$ cat src/rtl/bcid_pkg.sv
// Shared types and helpers for the time-tagged hit buffer.
// Default widths match the standard BCID counter configuration.
package bcid_pkg;

    localparam int BCID_WIDTH_DEFAULT = 9;
    localparam int TOT_WIDTH_DEFAULT  = 4;

    typedef struct packed {
        logic [BCID_WIDTH_DEFAULT-1:0] bcid;
        logic [TOT_WIDTH_DEFAULT-1:0]  tot;
    } hit_t;

    // Modular distance from tag b to reference a; MSB set means b is still in the future.
    function automatic logic [BCID_WIDTH_DEFAULT-1:0] bcid_age(
        input logic [BCID_WIDTH_DEFAULT-1:0] a,
        input logic [BCID_WIDTH_DEFAULT-1:0] b
    );
        return a - b;
    endfunction

endpackage

$ cat src/rtl/hit_fifo.sv
// Circular buffer with registered full/empty flags derived from the start-of-cycle count.
// Push while full and pop while empty are ignored.
module hit_fifo
    import bcid_pkg::*;
#(
    parameter int  DEPTH = 16,
    parameter type T     = hit_t
)(
    input  logic i_clk,
    input  logic i_rst,
    input  logic i_push,
    input  T     i_data,
    input  logic i_pop,
    output T     o_head,
    output logic o_full,
    output logic o_empty
);

    localparam int AW = $clog2(DEPTH);
    localparam logic [AW-1:0] PTR_ONE  = AW'(1);
    localparam logic [AW:0]   CNT_ONE  = (AW+1)'(1);
    localparam logic [AW:0]   CNT_FULL = (AW+1)'(DEPTH);

    T              r_mem [DEPTH];
    logic [AW-1:0] r_wptr;
    logic [AW-1:0] r_rptr;
    logic [AW:0]   r_count;
    logic          r_full;
    logic          r_empty;
    logic          w_push;
    logic          w_pop;
    logic [AW:0]   w_count_nxt;

    assign w_push = i_push && !r_full;
    assign w_pop  = i_pop && !r_empty;

    always_comb begin
        w_count_nxt = r_count;
        case ({w_push, w_pop})
            2'b10:   w_count_nxt = r_count + CNT_ONE;
            2'b01:   w_count_nxt = r_count - CNT_ONE;
            default: w_count_nxt = r_count;
        endcase
    end

    always_ff @(posedge i_clk) begin
        if (i_rst) begin
            r_wptr  <= '0;
            r_rptr  <= '0;
            r_count <= '0;
            r_full  <= 1'b0;
            r_empty <= 1'b1;
        end else begin
            if (w_push) r_wptr <= r_wptr + PTR_ONE;
            if (w_pop)  r_rptr <= r_rptr + PTR_ONE;
            r_count <= w_count_nxt;
            r_full  <= (w_count_nxt == CNT_FULL);
            r_empty <= (w_count_nxt == '0);
        end
    end

    always_ff @(posedge i_clk) begin
        if (w_push) r_mem[r_wptr] <= i_data;
    end

    assign o_head  = r_mem[r_rptr];
    assign o_full  = r_full;
    assign o_empty = r_empty;

endmodule

$ cat src/rtl/hit_latency_buffer.sv
// Tags hits with the master BCID, buffers them, and forwards only those whose BCID
// was triggered at the latency-delayed time; untriggered entries expire once past.
module hit_latency_buffer
    import bcid_pkg::*;
#(
    parameter int BCID_WIDTH = BCID_WIDTH_DEFAULT,
    parameter int TOT_WIDTH  = TOT_WIDTH_DEFAULT,
    parameter int DEPTH      = 16,
    parameter int CNT_WIDTH  = 8
)(
    input  logic                  Clk,
    input  logic                  Reset,
    input  logic [BCID_WIDTH-1:0] BcidIn,
    input  logic [BCID_WIDTH-1:0] BcidLatency,
    input  logic                  HitValid,
    input  logic [TOT_WIDTH-1:0]  HitTot,
    input  logic                  Trigger,
    output logic                  HitOutValid,
    input  logic                  HitOutReady,
    output logic [BCID_WIDTH-1:0] HitOutBcid,
    output logic [TOT_WIDTH-1:0]  HitOutTot,
    output logic [CNT_WIDTH-1:0]  OverflowCnt,
    output logic [CNT_WIDTH-1:0]  DiscardCnt,
    output logic                  Empty,
    output logic                  Full
);

    typedef struct packed {
        logic [BCID_WIDTH-1:0] bcid;
        logic [TOT_WIDTH-1:0]  tot;
    } entry_t;

    function automatic logic [CNT_WIDTH-1:0] sat_inc(input logic [CNT_WIDTH-1:0] v);
        return (&v) ? v : v + CNT_WIDTH'(1);
    endfunction

    entry_t                w_hit_in;
    entry_t                w_head;
    logic                  w_empty;
    logic                  w_full;
    logic [BCID_WIDTH-1:0] w_age;
    logic                  w_current;
    logic                  w_past;
    logic                  w_send;
    logic                  w_out_free;
    logic                  w_pop_send;
    logic                  w_discard;

    logic                  r_trig_valid;
    logic [BCID_WIDTH-1:0] r_trig_bcid;
    logic                  r_out_valid;
    entry_t                r_out;
    logic [CNT_WIDTH-1:0]  r_ovf_cnt;
    logic [CNT_WIDTH-1:0]  r_dis_cnt;

    assign w_hit_in = {BcidIn, HitTot};

    hit_fifo #(
        .DEPTH (DEPTH),
        .T     (entry_t)
    ) u_fifo (
        .i_clk   (Clk),
        .i_rst   (Reset),
        .i_push  (HitValid),
        .i_data  (w_hit_in),
        .i_pop   (w_pop_send || w_discard),
        .o_head  (w_head),
        .o_full  (w_full),
        .o_empty (w_empty)
    );

    // A same-cycle trigger at age zero counts as SEND, so a trigger never races expiry.
    assign w_age      = BcidLatency - w_head.bcid;
    assign w_current  = (w_age == '0);
    assign w_past     = !w_current && !w_age[BCID_WIDTH-1];
    assign w_send     = !w_empty && ((r_trig_valid && (w_head.bcid == r_trig_bcid))
                                     || (Trigger && w_current));
    assign w_out_free = !r_out_valid || HitOutReady;
    assign w_pop_send = w_send && w_out_free;
    assign w_discard  = !w_empty && w_past && !w_send;

    always_ff @(posedge Clk) begin
        if (Reset) begin
            r_trig_valid <= 1'b0;
            r_trig_bcid  <= '0;
            r_out_valid  <= 1'b0;
            r_out        <= '0;
            r_ovf_cnt    <= '0;
            r_dis_cnt    <= '0;
        end else begin
            if (Trigger) begin
                r_trig_valid <= 1'b1;
                r_trig_bcid  <= BcidLatency;
            end
            if (w_pop_send) begin
                r_out_valid <= 1'b1;
                r_out       <= w_head;
            end else if (HitOutReady) begin
                r_out_valid <= 1'b0;
            end
            if (HitValid && w_full) r_ovf_cnt <= sat_inc(r_ovf_cnt);
            if (w_discard)          r_dis_cnt <= sat_inc(r_dis_cnt);
        end
    end

    assign HitOutValid = r_out_valid;
    assign HitOutBcid  = r_out.bcid;
    assign HitOutTot   = r_out.tot;
    assign OverflowCnt = r_ovf_cnt;
    assign DiscardCnt  = r_dis_cnt;
    assign Empty       = w_empty;
    assign Full        = w_full;

endmodule

$ cat config.mk
export PLATFORM = sky130hd
export DESIGN_NAME = hit_latency_buffer
export DESIGN_NICKNAME = d
export VERILOG_FILES = /design/src/rtl/bcid_pkg.sv /design/src/rtl/hit_fifo.sv /design/src/rtl/hit_latency_buffer.sv
export SDC_FILE = /design/constraint.sdc
export NUM_CORES = 1
export LEC_CHECK = 0
export CAP_MARGIN = 5
export CORE_UTILIZATION = 30
export DETAILED_ROUTE_END_ITERATION = 8
export SKIP_LAST_GASP = 1
export SYNTH_ARGS = -nofsm -noshare
export SYNTH_HDL_FRONTEND = slang
export SYNTH_SLANG_ARGS = --single-unit
$ cat constraint.sdc
create_clock -name Clk -period 12.84 [get_ports Clk]
set_input_delay 1.284 -clock Clk [delete_from_list [all_inputs] [get_ports Clk]]
set_output_delay 1.284 -clock Clk [all_outputs]
set_load 0.005 [all_outputs]
**Word-level counts from Yosys, hierarchy flattened**

Memories as Yosys holds them, arrays and structs flattened. A register that Yosys moved wholly into a read port is not among the register bits.
Cells that the tools add are included.
Widths: inputs -> output; s select.

- Bits in registers: 55
- RAM bits: 208
- Memories kept: 1

Memories:

| memory | words | width | rd ports | clocked after memory_dff | write ports | RTL line | RTL |
|---|---|---|---|---|---|---|---|
| u_fifo.r_mem | 16 | 13 | 1 | 1 | 1 | hit_fifo.sv:24 | `T r_mem [DEPTH];` |

- $add $sub $neg: 7
- Equality and inequality tests: 4
- Mux-type cells: 7
- Bitwise logic cells: 2
- Reduce and logical (&&, ||, !) cells: 26

Operators with widths:

| operator | count |
|---|---|
| $add 8x1->8 const B | 2 |
| $reduce_and 8->1 | 2 |
| $logic_and 1x1->1 | 10 |
| $pmux 5 s2 | 1 |
| $eq 9x9->1 | 1 |
| $logic_not 9->1 | 1 |
| $sub 9x9->9 | 1 |
| $add 4x1->4 const B | 2 |
| $mux 4 | 2 |
| $logic_not 1->1 | 6 |
| $add 5x1->5 const B | 1 |
| $eq 5x5->1 const B | 1 |
| $logic_not 5->1 | 1 |
| $sub 5x1->5 const B | 1 |
| $mux 1 | 4 |
| $reduce_and 2->1 | 2 |
| $logic_or 1x1->1 | 3 |
| $eq 2x1->1 const B | 1 |
| $eq 2x2->1 const B | 1 |
| $not 1->1 | 2 |
| $reduce_bool 2->1 | 1 |

**Depth between registers and ports, before layout**

- Word-level depth: 12
- Mapped depth: 26
- Depth with buffers taken out: 23

**Modules after synthesis**

Synthesis repeated with hierarchy kept, for this count alone.

- Cell total of the unflattened synthesis: 668
- Area total of the unflattened synthesis: 11055.6 µm²

Modules (own cells, without submodules):

| module | times used | cells each | area each (µm²) | sequential area each (µm²) |
|---|---|---|---|---|
| hit_fifo | 1 | 413 | 8844.7 | 6626.4 |
| hit_latency_buffer | 1 | 255 | 2210.9 | 800.8 |

**Worst setup path before layout**

No wires, ideal clock.

- Path kind: register to register
- Start: reg with a tool-made name
- End: reg u_fifo.r_full, in the netlist u_fifo.o_full
- Library setup time: 0.059 ns
- Arrival time: 4.852 ns
- Path slack: 7.929 ns
- Stages on the path, launching flop included: 22
- Path buffers: 2
- Clock period less this slack: 4.911 ns
- Cells stage by stage: dfxtp_1 -> buf_6 -> buf_4 -> mux4_2 -> mux4_2 -> inv_1 -> ha_1 -> nor2b_1 -> a2111oi_0 -> o2111ai_1 -> a211o_1 -> o211ai_1 -> or2_2 -> nand2_1 -> ha_1 -> fa_1 -> a21o_1 -> a21oi_1 -> xor2_1 -> or3_1 -> a21oi_1 -> and2_1

RTL lines:

| element | RTL line | RTL |
|---|---|---|
| end signal: assignment | hit_fifo.sv:57 | `r_full <= (w_count_nxt == CNT_FULL);` |
| end: declaration | hit_fifo.sv:28 | `logic r_full;` |

==> impl_results.html <==
<table>
<tr><th>Metric</th><th>Value</th></tr>
<tr><th colspan="2">Floorplan</th></tr>
<tr><td>I/O pins</td><td>59</td></tr>
<tr><td>Y dimension of the die</td><td>194 um</td></tr>
<tr><td>Placement Rows</td><td>69</td></tr>
<tr><td>Starting utilization of the core area</td><td>30.7%</td></tr>
<tr><td>Die ar.</td><td>37500 um^2</td></tr>
<tr><td>DIE WIDTH</td><td>194 um</td></tr>
<tr><td>Placeable core region</td><td>35800 um^2</td></tr>
<tr><th colspan="2">Timing</th></tr>
<tr><td>Share of the clock period used by the worst path</td><td>45.4%</td></tr>
<tr><td>Fin. Hold Viols</td><td>0</td></tr>
<tr><td>Setup slack after layout</td><td>7.01 ns</td></tr>
<tr><td>Final setup viols</td><td>0</td></tr>
<tr><td>Number of max-slew violations in the final report</td><td>0</td></tr>
<tr><td>Top achievable clock speed</td><td>172 MHz</td></tr>
<tr><td>RSZ-0062 raised after global routing</td><td>false</td></tr>
<tr><td>Measured slew at the worst slew-check pin</td><td>1.16 ns</td></tr>
<tr><td>Summed negative setup slack over all endpoints</td><td>0 ns</td></tr>
<tr><td>Time the worst path needs with I/O delays and setup</td><td>5.83 ns</td></tr>
<tr><td>Worst slew margin relative to its limit</td><td>22.8%</td></tr>
<tr><td>Final setup skew</td><td>0.0173 ns</td></tr>
<tr><th colspan="2">CTS</th></tr>
<tr><td>Root buffer cell</td><td>sky130_fd_sc_hd__clkbuf_16</td></tr>
<tr><td>Clock network latency to the later pin of the worst-skew pair</td><td>0.56 ns</td></tr>
<tr><td>Total CTS buffers</td><td>29</td></tr>
<tr><td>Post-CTS resize count</td><td>0</td></tr>
<tr><td>Clock-pin transition on the worst setup and hold timing paths</td><td>0.06 ns</td></tr>
<tr><td>Maximum buffer depth of the clock tree</td><td>3</td></tr>
<tr><td>H-tree lvl count</td><td>1</td></tr>
<tr><td>TritonCTS sink count</td><td>267</td></tr>
<tr><td>Buffers inserted by post-CTS timing repair</td><td>0</td></tr>
<tr><td>Hold Buf Count CTS</td><td>0</td></tr>
<tr><td>TritonCTS clock tree</td><td>yes</td></tr>
<tr><th colspan="2">Setup path</th></tr>
<tr><td>End of the worst register-to-register path</td><td>u_fifo.o_full$_SDFF_PP0_</td></tr>
<tr><td>Arrival time at the worst endpoint</td><td>6.31 ns</td></tr>
<tr><td>Last element of the critical path</td><td>u_fifo.o_full$_SDFF_PP0_</td></tr>
<tr><td>Worst-case register-to-register setup slack</td><td>7.01 ns</td></tr>
<tr><td>Register-to-Register Path Depth</td><td>20</td></tr>
<tr><td>Critical Path Fanout Max</td><td>42</td></tr>
<tr><td>Category of the most critical setup path</td><td>flop to flop</td></tr>
<tr><td>Endpoint class of the critical path</td><td>flop</td></tr>
<tr><td>Startpoint Class</td><td>flop</td></tr>
<tr><td>Worst EP required</td><td>13.33 ns</td></tr>
<tr><th colspan="2">Cells and area</th></tr>
<tr><td>Fill count</td><td>3328</td></tr>
<tr><td>Area growth from synthesis to final layout</td><td>17.2%</td></tr>
<tr><td>Count of inserted antenna diode cells</td><td>0</td></tr>
<tr><td>Combined area of the multi-input logic cells</td><td>3360 um^2</td></tr>
<tr><td>Net count of the finished layout</td><td>784</td></tr>
<tr><td>Post-route core utilization</td><td>36.0%</td></tr>
<tr><td>Reg area</td><td>7430 um^2</td></tr>
<tr><td>Share of cells above drive strength 1</td><td>15.3%</td></tr>
<tr><td>Post-layout instance count excluding filler cells</td><td>1221</td></tr>
<tr><td>Leading cell type in the layout, fill and taps excluded</td><td>sky130_fd_sc_hd__edfxtp_1</td></tr>
<tr><td>Total non-filler cell area in the finished layout</td><td>12900 um^2</td></tr>
<tr><td>Most frequent cells in the layout</td><td>sky130_fd_sc_hd__edfxtp_1, sky130_fd_sc_hd__nor2_1, sky130_fd_sc_hd__clkdlybuf4s50_1, sky130_fd_sc_hd__dfxtp_1, sky130_fd_sc_hd__mux4_2</td></tr>
<tr><th colspan="2">Synth</th></tr>
<tr><td>Post-synth design cell area</td><td>11000 um^2</td></tr>
<tr><td>Area share of xor/xnor cells in the synthesized design</td><td>2.07%</td></tr>
<tr><td>FF+latch count, synth</td><td>267</td></tr>
<tr><td>Biggest area consumer among synthesized cells</td><td>sky130_fd_sc_hd__edfxtp_1</td></tr>
<tr><td>Multiplexer fraction of the synthesized cell area</td><td>15.7%</td></tr>
<tr><td>Most used flip-flop cell after synthesis</td><td>sky130_fd_sc_hd__edfxtp_1</td></tr>
<tr><td>Total number of yosys warnings</td><td>0</td></tr>
<tr><td>Sequential fraction of the synthesis area</td><td>67.5%</td></tr>
<tr><td>Share of synthesized registers carrying an async set or reset</td><td>0%</td></tr>
<tr><td>Synthesized Nets</td><td>719</td></tr>
<tr><td>Compound-cell area share of the yosys netlist</td><td>3.06%</td></tr>
<tr><td>Area contributors post-synth</td><td>sky130_fd_sc_hd__edfxtp_1, sky130_fd_sc_hd__dfxtp_1, sky130_fd_sc_hd__mux4_2, sky130_fd_sc_hd__mux2i_1, sky130_fd_sc_hd__ha_1</td></tr>
<tr><td>Area fraction in and, or, nand and nor cells after synthesis</td><td>7.29%</td></tr>
<tr><td>Post-synth EDFFs</td><td>208</td></tr>
<tr><td>Fraction of post-synthesis cell area in the top cell type by area</td><td>56.8%</td></tr>
<tr><td>Number of instances in the synthesized netlist</td><td>672</td></tr>
<tr><td>Main combinational cell family by area after synthesis</td><td>multiplexers</td></tr>
<tr><td>Mapped Avg Cell Area</td><td>16.4 um^2</td></tr>
<tr><td>Number of unique standard cell types used by synthesis</td><td>54</td></tr>
<tr><td>Adder and majority cell fraction of the synthesized area</td><td>2.34%</td></tr>
<tr><th colspan="2">Flow run</th></tr>
<tr><td>Maximum capacitance violations</td><td>0</td></tr>
<tr><th colspan="2">Global routing</th></tr>
<tr><td>Global-route wire length before repair</td><td>36700 um</td></tr>
<tr><td>Most congested layer reported by global routing</td><td>met2</td></tr>
<tr><td>Initial antenna violation count</td><td>1</td></tr>
<tr><td>Met2 usage</td><td>20.8%</td></tr>
<tr><td>GR Overflow Total</td><td>0</td></tr>
<tr><td>Pin count of the biggest net entering global routing</td><td>60</td></tr>
<tr><td>Via count of the first global-routing pass</td><td>5948</td></tr>
<tr><td>Met1 track utilization from global routing</td><td>17.7%</td></tr>
<tr><td>Overall track demand over capacity in global routing</td><td>12.8%</td></tr>
<tr><td>Met3 usage in global routing</td><td>2.44%</td></tr>
<tr><th colspan="2">Drt</th></tr>
<tr><td>Detail-routed net length per standard cell</td><td>19.5 um</td></tr>
<tr><td>Number of vias after detailed routing</td><td>5770</td></tr>
<tr><td>Post-detailed-route via-to-cell ratio</td><td>4.73</td></tr>
<tr><td>Post-route ant nets</td><td>0</td></tr>
<tr><td>Post-route DRC violation count</td><td>5</td></tr>
<tr><td>Number of DRC markers after the initial detailed-route iteration</td><td>500</td></tr>
<tr><td>Wirelength, routed</td><td>23800 um</td></tr>
<tr><td>Initial DRT Pass Iterations</td><td>6</td></tr>
<tr><th colspan="2">Worst hold path</th></tr>
<tr><td>Hold Path Class</td><td>flop to flop</td></tr>
<tr><th colspan="2">Power</th></tr>
<tr><td>Total power per unit cell area</td><td>163 nW/um^2</td></tr>
<tr><td>Leakage</td><td>4.21 nW</td></tr>
<tr><td>Worst vdd ir</td><td>81.7 uV</td></tr>
<tr><th colspan="2">Place</th></tr>
<tr><td>RePlAce Congestion</td><td>0.803</td></tr>
<tr><td>Setup slack after placement</td><td>6.99 ns</td></tr>
<tr><td>Cell total after placement</td><td>1167</td></tr>
<tr><td># port buffers</td><td>58</td></tr>
<tr><td>Post-detailed-placement half-perimeter wirelength</td><td>13900 um</td></tr>
<tr><td>Placed cell area</td><td>12000 um^2</td></tr>
<tr><th colspan="2">Status</th></tr>
<tr><td>Run status</td><td>finished with violations</td></tr>
<tr><td>Violated checks</td><td>design-rule violations</td></tr>
</table>
==> worst min-delay path by stage <==
| stage | slack, ns | start | depth (start not counted) | endpoint |
|---|---|---|---|---|
| after detailed placement | 0.47 | r_trig_valid$_SDFFE_PP0P_ | 2 | r_trig_valid$_SDFFE_PP0P_ |
| after global routing | 0.53 | HitOutTot[3]$_SDFFE_PP0P_ | 2 | HitOutTot[3]$_SDFFE_PP0P_ |
| after global placement | 0.45 | r_trig_valid$_SDFFE_PP0P_ | 2 | r_trig_valid$_SDFFE_PP0P_ |
| after CTS | 0.48 | r_trig_valid$_SDFFE_PP0P_ | 2 | r_trig_valid$_SDFFE_PP0P_ |
| final | 0.48 | r_trig_valid$_SDFFE_PP0P_ | 2 | r_trig_valid$_SDFFE_PP0P_ |
| after floorplan | 0.43 | r_trig_valid$_SDFFE_PP0P_ | 2 | r_trig_valid$_SDFFE_PP0P_ |
==> power by group <==
group / internal (W) / switching (W) / total [W]
logic: 0.000162 / 0.000186 / 0.000348
registers: 0.000961 / 0.0000188 / 0.000980
clock network: 0.000436 / 0.000333 / 0.000769
==> state kept, by name, summed over array words and instances, names as in the netlist, named ones only <==
register        count
u_fifo.r_mem      208
HitOutBcid          9
r_trig_bcid         9
DiscardCnt          8
OverflowCnt         8
u_fifo.r_count      5
HitOutTot           4
u_fifo.r_rptr       4
u_fifo.r_wptr       4
HitOutValid         1
r_trig_valid        1
u_fifo.o_empty      1
u_fifo.o_full       1
==> metrics by stage <==
stage | hold WS [ns] | power (W)
after detailed placement | 0.466 | 0.00135
after global routing | 0.529 | 0.00219
after CTS | 0.476 | 0.00212
after global placement | 0.453 | 0.00135
final | 0.475 | 0.00210
after floorplan | 0.434 | 0.00126
==> routing by layer <==
metal	routed length [um]	share of wire, %
met5	17	0.071
met4	481	2.0
met3	972	4.1
met2	11200	47
met1	11200	47
==> worst max-delay path, cell delays in order, from the launching register on <==
cell and delay [ns]:
sky130_fd_sc_hd__dfxtp_2 0.32, sky130_fd_sc_hd__buf_4 0.59, sky130_fd_sc_hd__mux4_2 0.58, sky130_fd_sc_hd__mux4_2 0.53, sky130_fd_sc_hd__inv_1 0.08, sky130_fd_sc_hd__ha_1 0.27, sky130_fd_sc_hd__nor2b_1 0.16, sky130_fd_sc_hd__a2111oi_0 0.41
sky130_fd_sc_hd__o2111ai_1 0.18, sky130_fd_sc_hd__a211o_1 0.31, sky130_fd_sc_hd__o211ai_1 0.23, sky130_fd_sc_hd__or2_2 0.23, sky130_fd_sc_hd__nand2_1 0.07, sky130_fd_sc_hd__ha_1 0.28, sky130_fd_sc_hd__fa_1 0.43, sky130_fd_sc_hd__a21o_1 0.17
sky130_fd_sc_hd__a21oi_1 0.18, sky130_fd_sc_hd__xor2_1 0.09, sky130_fd_sc_hd__or3_1 0.30, sky130_fd_sc_hd__a21oi_1 0.20, sky130_fd_sc_hd__and2_1 0.16
==> cell usage after synthesis, types with 6 or more instances <==
master,instances
sky130_fd_sc_hd__nor3_1,6
sky130_fd_sc_hd__and2_1,18
sky130_fd_sc_hd__ha_1,19
sky130_fd_sc_hd__mux2_2,7
sky130_fd_sc_hd__nor2b_1,9
sky130_fd_sc_hd__nand2_1,16
sky130_fd_sc_hd__a21oi_1,18
sky130_fd_sc_hd__xor2_1,11
sky130_fd_sc_hd__edfxtp_1,208
sky130_fd_sc_hd__nand2b_1,6
sky130_fd_sc_hd__nand3_1,14
sky130_fd_sc_hd__dfxtp_1,59
sky130_fd_sc_hd__buf_4,6
sky130_fd_sc_hd__mux4_2,52
sky130_fd_sc_hd__xnor2_1,15
sky130_fd_sc_hd__o21ai_0,6
sky130_fd_sc_hd__clkbuf_1,8
sky130_fd_sc_hd__mux2i_1,47
sky130_fd_sc_hd__inv_1,14
sky130_fd_sc_hd__nor2_1,63
sky130_fd_sc_hd__buf_2,7
==> cell type report <==
type	count	share of cell area [%]
clock inverters	17	0.921
well taps	461	4.47
inverters	15	0.436
repair buffers	62	4.69
multi-input cells	362	26.0
flip-flops and latches	267	57.6
clock buffers	37	5.86
==> cells by family (layout without fill, tap and decap cells) <==
family                     Yosys count  after routing
xor gates and xnor gates            26             26
adders and majority gates           20             20
DFF                                267            267
muxes                              107            107
AOI/OAI and AO/OA                   50             50
and+or+nand+nor                    159            159
buffers and inverters               43            131
Power figures use the tool's default switching activity.
